`config.mk`:
```
export PLATFORM = sky130hd
export DESIGN_NAME = exu_operand_buffer
export DESIGN_NICKNAME = d
export VERILOG_FILES = /design/src/rtl/exu_operand_buffer.sv
export SDC_FILE = /design/constraint.sdc
export NUM_CORES = 1
export LEC_CHECK = 0
export BUFFER_PORTS_ARGS = -buffer_cell sky130_fd_sc_hd__clkbuf_2
export CAP_MARGIN = 25
export CORE_AREA = 2 2 169 171
export DETAILED_ROUTE_END_ITERATION = 16
export DIE_AREA = 0 0 171 173
export SKIP_CTS_REPAIR_TIMING = 1
export SYNTH_ARGS = -nofsm -noshare
export SYNTH_HDL_FRONTEND = slang
export SYNTH_SLANG_ARGS = --single-unit
```
`constraint.sdc`:
```
create_clock -name clk -period 1.83 [get_ports clk]
set_input_delay 0.2745 -clock clk [delete_from_list [all_inputs] [get_ports clk]]
set_output_delay 0.2745 -clock clk [all_outputs]
set_load 0.005 [all_outputs]
```
`src/rtl/exu_operand_buffer.sv`:
```
// exu_operand_buffer: per-source RAW forward capture with flush and saturating stall counter
module exu_operand_buffer #(
  parameter int XLEN = 64,
  parameter int NSRC = 2,
  parameter int CNTW = 32
) (
  input  logic                 clk,
  input  logic                 rst,
  input  logic                 in_valid,
  output logic                 in_ready,
  input  logic [NSRC-1:0]      src_hazard,
  input  logic [NSRC*XLEN-1:0] src_rdata,
  input  logic [NSRC-1:0]      fwd_valid,
  input  logic [NSRC*XLEN-1:0] fwd_data,
  output logic                 out_valid,
  input  logic                 out_ready,
  output logic [NSRC*XLEN-1:0] op_data,
  output logic [NSRC-1:0]      op_resolved,
  input  logic                 flush,
  output logic [CNTW-1:0]      stall_cnt
);
  logic [NSRC-1:0] cap_v;
  logic            all_res;
  logic            fire;
  assign op_resolved = ~src_hazard | fwd_valid | cap_v;
  assign all_res     = &op_resolved;
  assign out_valid   = in_valid & all_res & ~flush;
  assign in_ready    = ~in_valid | (all_res & out_ready & ~flush);
  assign fire        = out_valid & out_ready;
  for (genvar i = 0; i < NSRC; i++) begin : g_src
    logic            v;
    logic [XLEN-1:0] d;
    // a forward seen in the firing cycle is consumed live and never stored
    always_ff @(posedge clk or negedge rst)
      if (!rst) begin
        v <= 1'b0;
        d <= '0;
      end else if (flush || fire) v <= 1'b0;
      else if (in_valid && fwd_valid[i]) begin
        v <= 1'b1;
        d <= fwd_data[i*XLEN +: XLEN];
      end
    assign cap_v[i] = v;
    assign op_data[i*XLEN +: XLEN] = fwd_valid[i] ? fwd_data[i*XLEN +: XLEN] :
                                     v            ? d : src_rdata[i*XLEN +: XLEN];
  end
  always_ff @(posedge clk or negedge rst)
    if (!rst) stall_cnt <= '0;
    else if (in_valid && !all_res && !flush && !(&stall_cnt)) stall_cnt <= stall_cnt + CNTW'(1);
endmodule

```
==> results of run 1 <==
==> flip-flops by register name, indices dropped and copies added, names as in the netlist <==
name	count
g_src.v	2
g_src.d	128
stall_cnt	32
==> area by class of cell <==
type / instances / area (um^2) / area share [%]
Multi-Input combinational cell: 635 / 5150 / 39.0
Sequential cell: 162 / 4060 / 30.8
Timing Repair Buffer: 492 / 2930 / 22.2
Tap cell: 378 / 473 / 3.59
Clock buffer: 19 / 453 / 3.44
Clock inverter: 13 / 116 / 0.883
Inverter: 2 / 7.51 / 0.0569
Antenna cell: 1 / 2.50 / 0.0190
==> through the flow <==
step | util, % | area (um^2) | cells | hold WS [ps] | power [mW]
after floorplan | - | 9530 | 857 | -21.1 | 6.29
after global placement | 44.4 | 12300 | 1653 | 130 | 7.39
after detailed placement | 44.4 | 12300 | 1653 | 132 | 7.45
after CTS | 46.5 | 12800 | 1685 | -323 | 11.0
after global routing | 47.7 | 13200 | 1701 | 73.7 | 11.7
final | 47.7 | 13200 | 1702 | 96.8 | 11.1
==> cells in the final DEF (no fill, tap or decap), types with 6 or more instances in the layout <==
master       n
mux2_2      24
xor2_1      11
buf_2       11
buf_4       43
nor2_1      10
dfrtp_1    160
o21ai_0     35
xnor2_1     19
nand2_1    142
mux2_4     104
clkbuf_16   22
nand3_1     14
o21ai_1     92
nand4_1      7
buf_6        6
clkbuf_2   413
and3_1       9
buf_12       9
mux2i_1    128
==> cells by family after synthesis <==
| kind of cell | synth area share [%] |
|---|---|
| buffers and inverters | 3.35 |
| multiplexers | 31.9 |
| XOR/XNOR | 2.83 |
| AND/OR/NAND/NOR | 10.1 |
| AO/OA/AOI/OAI | 8.07 |
| flip-flops | 43.6 |
| adder cells (fa/ha/maj) | 0.135 |
==> worst register-to-register path: cells and delay by family (launching register included) <==
family	cells	cell delay [ps]
flip-flops	1	490
multiplexers	1	370
buffers and inverters	2	360
AND/OR/NAND/NOR	4	760
==> report_power, final <==
| group | internal (mW) | switching (mW) | total, mW |
|---|---|---|---|
| Clock | 1.87 | 1.65 | 3.52 |
| Sequential | 4.28 | 0.410 | 4.68 |
| Combinational | 1.72 | 1.13 | 2.86 |
| Total | 7.87 | 3.20 | 11.1 |
==> path summary, 6_finish.rpt <==
check	startpoint	to	slack (ps)
worst max-delay path	g_src[1].v	g_src[0].d[33]	-250
worst min-delay path	fwd_data[74]	g_src[1].d[10]	100
worst max register to register	g_src[1].v	g_src[0].d[33]	-250
worst min register to register	stall_cnt[20]	stall_cnt[20]	480
max in group asynchronous	rst	g_src[0].d[57]	940
min in group asynchronous	rst	g_src[0].d[21]	260
==> routing by layer <==
layer	share of wire (%)	vias to the layer above	GRT usage, %
met5	0.043	-	0
met1	42	3871	23.0
met4	1.6	2	4.63
met2	50	297	32.4
met3	6.4	30	4.83
li1	-	3931	-
==> impl_metrics.env, run 1 <==
export IMPL_setup_slack_ps=-252
export IMPL_io_pins=429
export IMPL_hold_class="in -> reg"
export IMPL_vias=8131
export IMPL_die_x_um=171
export IMPL_setup_viol=289
export IMPL_r2r_worst_path_cells=7
export IMPL_antenna_found_initial=2
export IMPL_die_area_mm2=0.0296
export IMPL_viasPerCell=4.78
export IMPL_clockBufferDepth=2
export IMPL_synth_area_top_cells="dfrtp_1, mux2i_1, mux2_4"
export IMPL_synth_edf_count=0
export IMPL_fillCellCount=2636
export IMPL_irDropWorstVdd_mv=0.519
export IMPL_crit_buf_inv=2
export IMPL_clk_latency_ps=420
export IMPL_synthTopCellsByCount="dfrtp_1, nand2_1, o21ai_0, mux2i_1, mux2_4"
export IMPL_cp_start_kind="flip-flop"
export IMPL_ys_seq_area_share_pct=43.6
export IMPL_crit_chain="or3b_4, and2_4, nand2_4, buf_4, nand3_4, buf_12, mux2_4"
export IMPL_nets=1576
export IMPL_period_minus_slack_ps=2080
export IMPL_crit_path_top_delay_cell="dfrtp_4"
export IMPL_ant_nets=0
export IMPL_cp_end_kind="flip-flop"
export IMPL_grt_pass1_wl_um=43400
export IMPL_grt_pass1_vias=7987
export IMPL_wl_um=30400
export IMPL_cts_sinks=162
export IMPL_num_rows=61
export IMPL_synth_area_leader_cell="dfrtp_1"
export IMPL_cp_num_cells=7
export IMPL_yosysMostFrequentCell="dfrtp_1"
export IMPL_hpwl_um=21800
export IMPL_gp_congestion=0.850
export IMPL_htreeDepth=4
export IMPL_drc=0
export IMPL_syn_nets=1123
export IMPL_period_share_pct=114
export IMPL_arrival_ps=2370
export IMPL_port_buffers=428
export IMPL_clkTransAtPathRegs_ps=70
export IMPL_wl_per_cell_um=17.9
export IMPL_tns_ps=-44190
export IMPL_place_ws_ps=-249
export IMPL_synth_distinct_cells=40
export IMPL_grt_max_degree=127
export IMPL_critPathMaxFanout=33
export IMPL_ys_ff_latch=162
export IMPL_die_h_um=173
export IMPL_leakagePower_nw=6.73
export IMPL_hold_depth=2
export IMPL_max_freq_ghz=0.480
export IMPL_crit_family="simple AND/OR/NAND/NOR gates"
export IMPL_max_stage_delay_ps=490
export IMPL_status="complete, but fails checks"
export IMPL_synthesis_instances=857
export IMPL_slew_headroom_pct=60.9
export IMPL_critPathKind="reg -> reg"
export IMPL_skew_ps=14.1
export IMPL_grt_ovfl_total=0
export IMPL_cts_tree="done"
export IMPL_drt_iter0_drc=388
export IMPL_ys_flop_type="dfrtp_1"
export IMPL_cts_made_buffers=17
export IMPL_start_util_pct=33.6
export IMPL_design_core_area_mm2=0.0276
export IMPL_clock_root_buffer="clkbuf_16"
export IMPL_hold_viol=0
export IMPL_syn_cell_area_mm2=0.00929
export IMPL_yosysWarnings=0
export IMPL_layout_drive_gt1_share_pct=50.6
export IMPL_yosysTopAreaCellShare_pct=43.6
export IMPL_p_per_area_mw_per_mm2=839
export IMPL_grt_usage_pct=18.7
export IMPL_worst_slew_pin_slew_ps=587
export IMPL_rsz0062_at_grt="yes"
export IMPL_drv_slew=0
export IMPL_dr_pass1_iters=5
export IMPL_avgSynthCellArea_um2=10.8
export IMPL_synthToLayoutAreaGrowth_pct=41.9
export IMPL_violations="setup timing"
export IMPL_async_flop_share_pct=100
export IMPL_cap_violations=0
export IMPL_cp_required_ps=2120
Note: power is estimated with default switching activity, not from simulation.
==> inputs of run 2 (changes only) <==
SETUP_SLACK_MARGIN = 0.02   (was default)
==> run 2 against run 1 <==
Count of clock-buffer cells in the layout unchanged. Sequential power about the same. Critical path type is now reg -> out. Global-route usage increased by 0.23 points. Total power increased by 0.64%. Critical path depth decreased by 1. Sequential cell count unchanged. The run still ends with setup timing left.
==> impl_metrics.env, run 2 (synthesis gave the netlist of run 1 again) <==
export IMPL_hold_viol=0
export IMPL_hpwl_um=22200
export IMPL_max_freq_ghz=0.460
export IMPL_leakagePower_nw=6.85
export IMPL_drv_slew=0
export IMPL_max_stage_delay_ps=490
export IMPL_worst_slew_pin_slew_ps=493
export IMPL_cts_made_buffers=17
export IMPL_skew_ps=9.96
export IMPL_drc=0
export IMPL_place_ws_ps=-452
export IMPL_clkTransAtPathRegs_ps=70
export IMPL_critPathMaxFanout=3
export IMPL_top_regs="g_src.d x128, stall_cnt x32, g_src.v x2"
export IMPL_grt_usage_pct=18.9
export IMPL_wl_um=31000
export IMPL_die_x_um=171
export IMPL_final_common_cell="clkbuf_2"
export IMPL_net_switching_power_mw=3.21
export IMPL_grt_ovfl_total=0
export IMPL_cp_required_ps=1560
export IMPL_dr_pass1_iters=5
export IMPL_cts_tree="done"
export IMPL_slew_headroom_pct=67.1
export IMPL_period_share_pct=119
export IMPL_die_h_um=173
export IMPL_nets=1582
export IMPL_p_int_mw=7.93
export IMPL_htreeDepth=4
export IMPL_final_cell_mix="clkbuf_2, dfrtp_1, nand2_1"
export IMPL_combinationalPowerShare_pct=26.2
export IMPL_layout_drive_gt1_share_pct=51.5
export IMPL_p_per_area_mw_per_mm2=824
export IMPL_arrival_ps=1900
export IMPL_grt_pass1_wl_um=43400
export IMPL_critPathKind="reg -> out"
export IMPL_vias=8176
export IMPL_setup_viol=292
export IMPL_cap_violations=0
export IMPL_clockBufferDepth=2
export IMPL_final_area_mm2=0.0135
export IMPL_gp_congestion=0.834
export IMPL_wl_per_cell_um=18.2
export IMPL_clock_root_buffer="clkbuf_16"
export IMPL_grt_pass1_vias=7824
export IMPL_crit_family="simple AND/OR/NAND/NOR gates"
export IMPL_status="complete, but fails checks"
export IMPL_placed_area_mm2=0.0123
export IMPL_largest_register_ffs=128
export IMPL_dp_cells=1649
export IMPL_irDropWorstVdd_mv=0.484
export IMPL_grt_max_degree=94
export IMPL_start_util_pct=33.6
export IMPL_port_buffers=428
export IMPL_crit_buf_inv=2
export IMPL_io_pins=429
export IMPL_crit_path_top_delay_cell="dfrtp_4"
export IMPL_cp_end_kind="output pin"
export IMPL_swShare_pct=28.8
export IMPL_ant_nets=0
export IMPL_crit_chain="or3b_4, and2_4, nand2_4, buf_6, o21ai_2, buf_2"
export IMPL_rsz0062_at_grt="yes"
export IMPL_cts_sinks=162
export IMPL_synthToLayoutAreaGrowth_pct=45.4
export IMPL_drt_iter0_drc=437
export IMPL_die_area_mm2=0.0296
export IMPL_clockPowerShare_pct=31.4
export IMPL_design_core_area_mm2=0.0276
export IMPL_setup_slack_ps=-342
export IMPL_cp_start_kind="flip-flop"
export IMPL_hold_class="in -> reg"
export IMPL_viasPerCell=4.78
export IMPL_period_minus_slack_ps=2170
export IMPL_clk_latency_ps=420
export IMPL_power_share_sequential_pct=42.3
export IMPL_violations="setup timing"
export IMPL_top_register="g_src.d"
export IMPL_num_rows=61
export IMPL_fin_cells=1709
export IMPL_antenna_found_initial=4
[run 2: cell count changes in the layout (fill, tap and decap cells not counted), moves of 10 or more]
cell,before,now
clkbuf_2,413,349
buf_2,11,74
buf_4,43,31
o21ai_1,92,119
buf_12,9,19
o21ai_0,35,8
[run 2: metal layers]
layer  vias up  wire length [um]  part of all wire [%]  track usage (%)
met5         -                24                 0.077                0
met4         4               746                   2.4             6.57
met3        46              2200                   7.1             5.61
met2       298             15400                    49             32.6
met1      3877             12700                    41             22.2
li1       3951                 -                     -                -
[run 2: final timing paths]
path,cells past startpoint,endpoint,slack [ps],from
setup / recovery,6,in_ready,-340,g_src[1].v
hold / removal,2,g_src[0].d[43],90,fwd_data[43]
setup reg to reg,7,g_src[0].d[61],-330,g_src[1].v
hold reg to reg,1,stall_cnt[30],500,stall_cnt[30]
max in group asynchronous,3,g_src[1].d[25],890,rst
min in group asynchronous,2,g_src[1].d[5],360,rst
[run 2: power by group through the flow]
stage | Clock (mW) | Sequential, mW | Combinational [mW]
final | 3.50 | 4.71 | 2.92
after floorplan | 0 | 4.64 | 1.65
after detailed placement | 0 | 4.75 | 2.70
after global placement | 0 | 4.76 | 2.63
after global routing | 3.77 | 4.80 | 3.18
after CTS | 3.62 | 4.71 | 2.70
[run 2: metrics by stage]
| stage | setup TNS (ps) | total power, mW | utilization (%) | hold WS [ps] |
|---|---|---|---|---|
| after global placement | -40890 | 7.40 | 44.5 | 250 |
| after detailed placement | -48930 | 7.45 | 44.5 | 255 |
| after floorplan | -7090 | 6.29 | - | -21.1 |
| after CTS | -92980 | 11.0 | 46.6 | -213 |
| after global routing | -74570 | 11.7 | 48.9 | 74.1 |
| final | -55970 | 11.1 | 48.9 | 90.2 |
[run 2: layout make-up]
type,count,area (um^2)
fillers,2596,14100
multi-input cells,635,5210
flip-flops and latches,162,4060
repair buffers,498,3190
well taps,378,473
clock buffers,19,453
clock inverters,13,115
inverters,2,7.51
diodes,2,5.00
==> inputs of run 3 (changes only) <==
REMOVE_ABC_BUFFERS = 1   (was default)
==> run 3 against run 2 <==
The flow still finishes with violations (setup timing). Total power fell by 0.58%. Core utilization shrank 1.1 points. Die area did not move. Clock skew down 1.5 ps. Highest routed layer is now met4.
==> impl_metrics.env, run 3 (synthesis gave the netlist of run 1 again) <==
export IMPL_clock_root_buffer="clkbuf_16"
export IMPL_period_minus_slack_ps=2060
export IMPL_cp_num_cells=7
export IMPL_start_util_pct=33.6
export IMPL_period_share_pct=113
export IMPL_worstSetupStartpoint="g_src[1].v"
export IMPL_cp_start_kind="flip-flop"
export IMPL_die_x_um=171
export IMPL_grt_pass1_vias=7707
export IMPL_worstReg2RegStart="g_src[1].v"
export IMPL_leakagePower_nw=6.60
export IMPL_arrival_ps=2360
export IMPL_worst_slew_pin_slew_ps=538
export IMPL_critPathKind="reg -> reg"
export IMPL_setup_slack_ps=-231
export IMPL_cts_tree="done"
export IMPL_crit_family="simple AND/OR/NAND/NOR gates"
export IMPL_rsz0062_at_grt="yes"
export IMPL_design_core_area_mm2=0.0276
export IMPL_hold_viol=0
export IMPL_violations="setup timing"
export IMPL_port_buffers=428
export IMPL_final_common_cell="clkbuf_2"
export IMPL_grt_usage_pct=17.9
export IMPL_viasPerCell=4.72
export IMPL_tns_ps=-38050
export IMPL_clk_latency_ps=420
export IMPL_place_ws_ps=-264
export IMPL_num_rows=61
export IMPL_top_regs="g_src.d x128, stall_cnt x32, g_src.v x2"
export IMPL_die_h_um=173
export IMPL_max_freq_ghz=0.485
export IMPL_r2r_end="g_src[0].d[17]"
export IMPL_hold_class="in -> reg"
export IMPL_p_per_area_mw_per_mm2=838
export IMPL_skew_ps=8.49
export IMPL_cap_violations=0
export IMPL_grt_max_degree=127
export IMPL_top_register="g_src.d"
export IMPL_htreeDepth=4
export IMPL_crit_chain="or3b_4, and2_4, nand2_4, buf_4, nand3_4, buf_12, mux2_4"
export IMPL_final_util_pct=47.8
export IMPL_fillCellCount=2571
export IMPL_largest_register_ffs=128
export IMPL_status="complete, but fails checks"
export IMPL_final_cell_mix="clkbuf_2, dfrtp_1, nand2_1"
export IMPL_setup_viol=286
export IMPL_gp_congestion=0.842
export IMPL_synthToLayoutAreaGrowth_pct=42.3
export IMPL_clkTransAtPathRegs_ps=70
export IMPL_hpwl_um=20900
export IMPL_cp_required_ps=2130
export IMPL_dr_pass1_iters=4
export IMPL_antenna_found_initial=2
export IMPL_die_area_mm2=0.0296
export IMPL_max_stage_delay_ps=490
export IMPL_ant_nets=0
export IMPL_cp_end_kind="flip-flop"
export IMPL_cts_sinks=162
export IMPL_irDropWorstVdd_mv=0.507
export IMPL_vias=8056
export IMPL_clockBufferDepth=2
export IMPL_grt_ovfl_total=0
export IMPL_drv_slew=0
export IMPL_io_pins=429
export IMPL_grt_pass1_wl_um=41800
export IMPL_r2r_worst_path_cells=7
export IMPL_nets=1579
export IMPL_cp_endpoint="g_src[0].d[17]"
export IMPL_critPathMaxFanout=34
export IMPL_cts_made_buffers=17
export IMPL_total_power_mw=11.1
export IMPL_wl_um=30100
export IMPL_crit_path_top_delay_cell="dfrtp_4"
export IMPL_wl_per_cell_um=17.6
export IMPL_slew_headroom_pct=64.1
export IMPL_crit_buf_inv=2
export IMPL_layout_drive_gt1_share_pct=48.2
export IMPL_drc=0
export IMPL_ff2ff_setup_slack_ps=-230
export IMPL_drt_iter0_drc=366
[run 3: changes by cell type in the layout (fill, tap and decap cells not counted), moves of 8 or more]
cell | before | now
buf_2 | 74 | 45
o21ai_0 | 8 | 30
clkbuf_2 | 349 | 380
mux2_4 | 105 | 65
o21ai_1 | 119 | 98
buf_12 | 19 | 11
mux2_1 | 0 | 40
buf_4 | 31 | 39
[run 3: cell type report]
cell class                 instances  area [um^2]  share of cell area (%)
sequential                       162         4060                    30.7
clock buffer                      19          453                    3.43
tap                              378          473                    3.58
antenna                            2         5.00                  0.0379
inverter                           2         7.51                  0.0568
clock inverter                    12          146                    1.11
multi-input combinational        635         5040                    38.2
timing repair buffer             495         3030                    22.9
[run 3: worst min path at each step]
stage | startpoint | end | slack [ps] | cells after the start
6_report | flush | g_src[1].v | 80 | 2
5_1_grt | fwd_data[117] | g_src[1].d[53] | 70 | 2
4_1_cts | rst | g_src[1].d[25] | -210 | 1
3_5_place_dp | rst | g_src[1].d[25] | 260 | 1
3_3_place_gp | rst | g_src[1].d[58] | 260 | 1
2_1_floorplan | rst | g_src[0].d[0] | -20 | 0
[run 3: report_power, final]
part           internal, mW  switching (mW)  total [mW]
sequential             4.28           0.424        4.70
clock                  2.11            1.56        3.67
combinational          1.58            1.12        2.70
total                  7.97            3.10        11.1
[run 3: routing by layer]
layer / vias to the layer above / GRT usage [%] / part of all wire [%]
li1: 3942 / - / -
met1: 3769 / 22.2 / 42
met2: 307 / 30.2 / 49
met3: 38 / 4.28 / 6.7
met4: 0 / 6.60 / 2.5
met5: - / 0 / 0
[run 3: worst register-to-register path, delay by kind of cell, from the launching register on]
| family | cells | cell delay [ps] |
|---|---|---|
| flip-flops | 1 | 490 |
| AND/OR/NAND/NOR | 4 | 770 |
| multiplexers | 1 | 350 |
| buffers and inverters | 2 | 340 |
[run 3: metrics by stage]
stage | instance area [um^2] | std cells | hold slack (ps)
floorplan | 8980 | 799 | -21.1
global placement | 12100 | 1656 | 259
detailed placement | 12100 | 1656 | 262
CTS | 12700 | 1687 | -206
global route | 13200 | 1705 | 65.5
finish | 13200 | 1705 | 75.5
